==> config.mk <==
export PLATFORM = sky130hd
export DESIGN_NAME = tc_multi
export DESIGN_NICKNAME = d
export VERILOG_FILES = /design/src/rtl/tc_multi_pkg.sv /design/src/rtl/tc_channel.sv /design/src/rtl/tc_multi.sv
export SDC_FILE = /design/constraint.sdc
export NUM_CORES = 1
export LEC_CHECK = 0
export CORE_MARGIN = 5
export CORE_UTILIZATION = 40
export CTS_CLUSTER_DIAMETER = 150
export CTS_CLUSTER_SIZE = 16
export DETAILED_ROUTE_END_ITERATION = 10
export SETUP_SLACK_MARGIN = 0.4
export SLEW_MARGIN = 25
export SYNTH_ARGS = -nofsm -noshare
export SYNTH_HDL_FRONTEND = slang
export SYNTH_SLANG_ARGS = --single-unit
==> constraint.sdc <==
create_clock -name clk -period 15 [get_ports clk]
set_clock_uncertainty 0.2 [all_clocks]
set_input_delay 3 -clock clk [delete_from_list [all_inputs] [get_ports clk]]
set_output_delay 3 -clock clk [all_outputs]
set_load 0.005 [all_outputs]
==> src/rtl/tc_multi_pkg.sv <==
// Shared constants for the multi-channel timer/counter: register offsets, counting modes,
// CTRL bit positions and the byte-lane helper used by the write path.
package tc_multi_pkg;

    localparam logic [1:0] TC_OFF_CTRL   = 2'd0;
    localparam logic [1:0] TC_OFF_PRESET = 2'd1;
    localparam logic [1:0] TC_OFF_COUNT  = 2'd2;
    localparam logic [1:0] TC_OFF_STAT   = 2'd3;

    typedef enum logic [1:0] {
        TC_MODE_ONESHOT = 2'b00,
        TC_MODE_RELOAD  = 2'b01,
        TC_MODE_FREERUN = 2'b10,
        TC_MODE_RSVD    = 2'b11
    } tc_mode_e;

    localparam int TC_CTRL_EN       = 0;
    localparam int TC_CTRL_MODE_LSB = 1;
    localparam int TC_CTRL_IM       = 3;
    localparam int TC_CTRL_PSC_LSB  = 8;

    function automatic logic [31:0] tc_byte_mask(input logic [3:0] be);
        logic [31:0] m;
        for (int i = 0; i < 4; i++) begin
            m[i*8 +: 8] = {8{be[i]}};
        end
        return m;
    endfunction

endpackage

==> src/rtl/tc_channel.sv <==
// One timer channel: CTRL/PRESET/COUNT/STAT registers, prescaler, down/free-run counter and
// the sticky PEND flag. Register reads are selected combinationally by rsel.
module tc_channel
    import tc_multi_pkg::*;
#(
    parameter int CNT_W = 32,
    parameter int PSC_W = 8
) (
    input  logic        clk,
    input  logic        reset,
    input  logic        we_ctrl,
    input  logic        we_preset,
    input  logic        we_stat,
    input  logic [3:0]  be,
    input  logic [31:0] wd,
    input  logic [1:0]  rsel,
    output logic [31:0] rdata,
    output logic        irq
);

    logic             en_q, en_d;
    tc_mode_e         mode_q, mode_d, mode_eff;
    logic             im_q, im_d;
    logic [PSC_W-1:0] psc_q, psc_d, psc_cnt_q, psc_cnt_d;
    logic [CNT_W-1:0] preset_q, preset_d, count_q, count_d;
    logic             pend_q, pend_d;
    logic [31:0]      mask, ctrl_rd, ctrl_wr, preset_wr;
    logic             en_wr, tick, start, stop, evt;
    logic             unused_bits;

    assign mask = tc_byte_mask(be);

    always_comb begin
        ctrl_rd = '0;
        ctrl_rd[TC_CTRL_EN]                   = en_q;
        ctrl_rd[TC_CTRL_MODE_LSB +: 2]        = mode_q;
        ctrl_rd[TC_CTRL_IM]                   = im_q;
        ctrl_rd[TC_CTRL_PSC_LSB +: PSC_W]     = psc_q;
    end

    assign ctrl_wr     = (ctrl_rd & ~mask) | (wd & mask);
    assign preset_wr   = (32'(preset_q) & ~mask) | (wd & mask);
    assign unused_bits = ^{ctrl_wr, preset_wr};

    // EN as the CPU leaves it this cycle; start/stop are edges of that value, not of events
    assign en_wr    = we_ctrl ? ctrl_wr[TC_CTRL_EN] : en_q;
    assign start    = !en_q && en_wr;
    assign stop     = en_q && !en_wr;
    assign tick     = en_q && (psc_cnt_q == psc_q);
    assign mode_eff = (mode_q == TC_MODE_RSVD) ? TC_MODE_ONESHOT : mode_q;

    always_comb begin
        en_d     = en_wr;
        mode_d   = mode_q;
        im_d     = im_q;
        psc_d    = psc_q;
        preset_d = preset_q;
        count_d  = count_q;
        pend_d   = pend_q;
        evt      = 1'b0;
        if (we_ctrl) begin
            mode_d = tc_mode_e'(ctrl_wr[TC_CTRL_MODE_LSB +: 2]);
            im_d   = ctrl_wr[TC_CTRL_IM];
            psc_d  = ctrl_wr[TC_CTRL_PSC_LSB +: PSC_W];
        end
        if (we_preset) begin
            preset_d = preset_wr[CNT_W-1:0];
        end
        if (start) begin
            count_d = preset_q;
        end else if (tick && !stop) begin
            if (mode_eff == TC_MODE_FREERUN) begin
                count_d = count_q + CNT_W'(1);
                evt     = &count_q;
            end else if (count_q != '0) begin
                count_d = count_q - CNT_W'(1);
            end else begin
                evt = 1'b1;
                if (mode_eff == TC_MODE_RELOAD) begin
                    count_d = preset_q;
                end else if (!(we_ctrl && be[0])) begin
                    en_d = 1'b0;
                end
            end
        end
        psc_cnt_d = (!en_q || !en_d || tick) ? '0 : psc_cnt_q + PSC_W'(1);
        // A same-cycle event beats the W1C
        if (evt) begin
            pend_d = 1'b1;
        end else if (we_stat && be[0] && wd[0]) begin
            pend_d = 1'b0;
        end
    end

    always_ff @(posedge clk or posedge reset) begin
        if (reset) begin
            en_q      <= 1'b0;
            mode_q    <= TC_MODE_ONESHOT;
            im_q      <= 1'b0;
            psc_q     <= '0;
            psc_cnt_q <= '0;
            preset_q  <= '0;
            count_q   <= '0;
            pend_q    <= 1'b0;
        end else begin
            en_q      <= en_d;
            mode_q    <= mode_d;
            im_q      <= im_d;
            psc_q     <= psc_d;
            psc_cnt_q <= psc_cnt_d;
            preset_q  <= preset_d;
            count_q   <= count_d;
            pend_q    <= pend_d;
        end
    end

    always_comb begin
        rdata = '0;
        case (rsel)
            TC_OFF_CTRL:   rdata = ctrl_rd;
            TC_OFF_PRESET: rdata[CNT_W-1:0] = preset_q;
            TC_OFF_COUNT:  rdata[CNT_W-1:0] = count_q;
            default:       rdata[0] = pend_q;
        endcase
    end

    assign irq = pend_q & im_q;

endmodule

==> src/rtl/tc_multi.sv <==
// N-channel programmable timer/counter slave: address decode, per-channel write strobes,
// combinational read mux and interrupt aggregation.
module tc_multi
    import tc_multi_pkg::*;
#(
    parameter logic [31:0] BASE_ADDR = 32'h0000_7F00,
    parameter int          NUM_CH    = 4,
    parameter int          CNT_W     = 32,
    parameter int          PSC_W     = 8
) (
    input  logic              clk,
    input  logic              reset,
    input  logic [31:0]       addr,
    input  logic              we,
    input  logic [3:0]        be,
    input  logic [31:0]       wd,
    output logic [31:0]       rd,
    output logic [NUM_CH-1:0] irq,
    output logic              irq_any
);

    localparam int CH_W = (NUM_CH > 1) ? $clog2(NUM_CH) : 1;

    logic [31:0]     off;
    logic            hit;
    logic [CH_W-1:0] ch_sel;
    logic [1:0]      word;
    logic [31:0]     rd_ch [NUM_CH];
    logic            unused_off;

    assign off        = addr - BASE_ADDR;
    assign hit        = (addr >= BASE_ADDR) && (off < 32'(NUM_CH * 16));
    assign ch_sel     = off[4 +: CH_W];
    assign word       = off[3:2];
    assign unused_off = ^off;

    for (genvar k = 0; k < NUM_CH; k++) begin : g_ch
        logic sel;
        assign sel = we && hit && (ch_sel == CH_W'(k));

        tc_channel #(
            .CNT_W (CNT_W),
            .PSC_W (PSC_W)
        ) u_ch (
            .clk       (clk),
            .reset     (reset),
            .we_ctrl   (sel && (word == TC_OFF_CTRL)),
            .we_preset (sel && (word == TC_OFF_PRESET)),
            .we_stat   (sel && (word == TC_OFF_STAT)),
            .be        (be),
            .wd        (wd),
            .rsel      (word),
            .rdata     (rd_ch[k]),
            .irq       (irq[k])
        );
    end

    always_comb begin
        rd = '0;
        for (int k = 0; k < NUM_CH; k++) begin
            if (hit && (ch_sel == CH_W'(k))) begin
                rd = rd_ch[k];
            end
        end
    end

    assign irq_any = |irq;

endmodule

==> impl_metrics.yaml <==
sta:
  fmax_ghz: 0.0978
  tns_ns: 0
  final_hold_viol_count: 0
  hold_ws_ns: 0.301
  worst_pin_slew_ns: 1.08
  rsz0062_at_grt: "no"
  slew_headroom_pct: 27.6
  final-setup-viol-count: 0
  period_minus_slack_ns: 10.22
  period_share_pct: 68.1
  drv_slew: 0
final_layout:
  layout_commonest_cell: "dfrtp_1"
  final_util_pct: 43.9
  fin_cells: 3515
  final_area_um2: 25900
  antennaDiodeCount: 0
  fill_cells: 5789
  final_cell_mix: "dfrtp_1, nand2_1, nor2_1"
  areaGrowthSynthToFinish_pct: 8.92
  drive_gt1_share_pct: 10.9
  nNetsFinal: 2825
placement:
  dp.cells: 3487
  dp_hpwl_um: 68300
  io_buffers: 105
  gp_congestion: 0.980
  dpl_cell_area_um2: 25200
global_route:
  grt_util_met3_pct: 5.10
  grt_max_degree: 118
  grt-ovfl-total: 0
  antenna_found_initial: 1
  use_met2_pct: 41.1
  grt_pass1_vias: 22076
  track_usage_pct: 28.4
  grt_use_met1_pct: 43.0
  grt_pass1_wl_um: 143000
  grt.busiest_layer: "met1"
worst_setup_path:
  worst-path-stages: 8
  worst_path_max_delay_cell: "nand3_1"
  path_buf_inv: 3
  critPathTopFamily: "simple AND/OR/NAND/NOR gates"
  required_ns: 11.80
  worstPathCellList: "clkdlybuf4s50_1 -> nor4bb_1 -> and4_1 -> buf_4 -> and2_1 -> nand3_1 -> o21ai_0 -> clkdlybuf4s50_1"
  crit_top_cell: "clkdlybuf4s50_1"
  regToRegEndpoint: "g_ch[0].u_ch.count_q[29]"
  r2r-start: "g_ch[0].u_ch.count_q[0]"
  endpoint_kind: "output port"
  regToRegSetupSlack_ns: 9.93
  cpPeakStageDelay_ns: 0.81
  reg2reg_depth: 10
  arrival_ns: 7.02
  worstSetupPathType: "input port to output port"
  worstSetupStartpointType: "input port"
  worstPathMaxFanout: 16
clocking:
  cts_buffers: 25
  cts_num_sinks: 340
  cts_root_buffer: "clkbuf_16"
  insertion_delay_ns: 0.57
  post_cts_buffers: 0
  cts_hold_buffers: 0
  clk_path_buf_depth: 3
  cts_tree: "done"
  htreeDepth: 1
  cts_resized: 0
  clkTransAtPathRegs_ns: 0.08
yosys:
  ys_seq_area_share_pct: 35.8
  yosysWarnings: 0
  synthFlopType: "dfrtp_1"
  synth_cell_types: 85
  synthArstFlopShare_pct: 100
  netlist_instances: 2813
  synth_nets: 2896
  synth-seq-cells: 340
  syn_area_um2: 23800
  synth_edf_count: 0
  syn_area_per_cell_um2: 8.44
routing:
  ant_nets: 0
  dr.pass1.iters: 6
  drt_first_iter_violations: 2672
  wl_per_cell_um: 26.8
  via_count: 23516
  vias_per_cell: 6.69
  drc_errors: 0
  drt-total-wl_um: 94300
worst_hold_path:
  hold_class: "register to register"
  holdPathStages: 2
  hold_path_end: "g_ch[0].u_ch.count_q[12]"
floorplanning:
  die_w_um: 254
  die-area_um2: 64400
  core_area_um2: 58900
  start_util_pct: 40.3
  rows: 89
  pin_count: 108
  dieHeight_um: 254
job:
  maxCapViolCount: 0
power_and_ir_drop:
  irDropWorstVdd_mv: 0.0825
  p_leak_nw: 10.6
  power_density_nw_per_um2: 64.9
run_status:
  run_status: "finished clean"
## per-stage QoR
step | total power, mW | setup slack (ns)
6_report | 1.68 | 4.78
5_1_grt | 1.73 | 4.65
4_1_cts | 1.70 | 4.66
3_5_place_dp | 1.05 | 4.66
3_3_place_gp | 1.05 | 4.68
2_1_floorplan | 0.991 | 2.38
## report_power, final
group	switching, mW	internal [mW]	leakage (nW)
combinational	0.0796	0.0327	5.65
sequential	0.00310	0.917	4.63
clock	0.350	0.298	0.320
## cell families after synthesis
| family | count (synthesis) | synth area share [%] |
|---|---|---|
| compound gates | 839 | 23.2 |
| mux | 219 | 10.3 |
| fa+ha+maj | 12 | 0.632 |
| simple gates | 1030 | 22.0 |
| xor+xnor | 88 | 3.25 |
| buf+inv | 285 | 4.78 |
| flops | 340 | 35.8 |
## metal layers
metal / vias up / wire length [um]
met1: 11589 / 41400
met3: 170 / 9290
met2: 1283 / 39900
met4: 2 / 3680
li1: 10472 / -
met5: - / 7
## cell type report
type	count	area (um^2)	share of cell area [%]
repair buffers	153	1420	5.49
flip-flops and latches	340	8510	32.9
clock inverters	2	25.0	0.0967
multi-input cells	2188	14200	54.8
inverters	34	135	0.522
well taps	773	967	3.74
clock buffers	25	626	2.42
## tightest hold or removal path: stages, from the launching register on
cell	delay, ns
dfrtp_1	0.37
nand2_1	0.06
nand2_1	0.06
## worst max-delay path by stage
stage | from | to
after floorplan | reset | async pin
after global routing | addr[21] | rd[1]
after detailed placement | addr[3] | rd[6]
after CTS | addr[3] | rd[6]
after global placement | addr[3] | rd[6]
final | addr[10] | rd[1]
## synthesized netlist by cell type, drive strengths merged (17+ instances only)
cell / n / share of area, %
a211oi: 47 / 1.5
a21oi: 199 / 4.2
a221oi: 48 / 1.8
a22oi: 59 / 1.9
a31oi: 35 / 0.92
and3: 44 / 1.2
buf: 39 / 0.89
clkbuf: 212 / 3.4
dfrtp: 340 / 36
inv: 34 / 0.54
mux2: 170 / 8.1
mux2i: 45 / 1.9
nand2: 241 / 3.8
nand2b: 24 / 0.63
nand3: 133 / 2.8
nand4: 62 / 1.6
nor2: 235 / 3.7
nor2b: 17 / 0.45
nor3: 78 / 1.7
nor4: 65 / 1.9
o211ai: 31 / 0.98
o21ai: 198 / 4.2
o22ai: 29 / 0.79
o31ai: 34 / 1.1
or3: 34 / 0.94
or4: 44 / 1.4
xnor2: 52 / 1.9
xor2: 36 / 1.3
(Power assumes the default switching activity.)
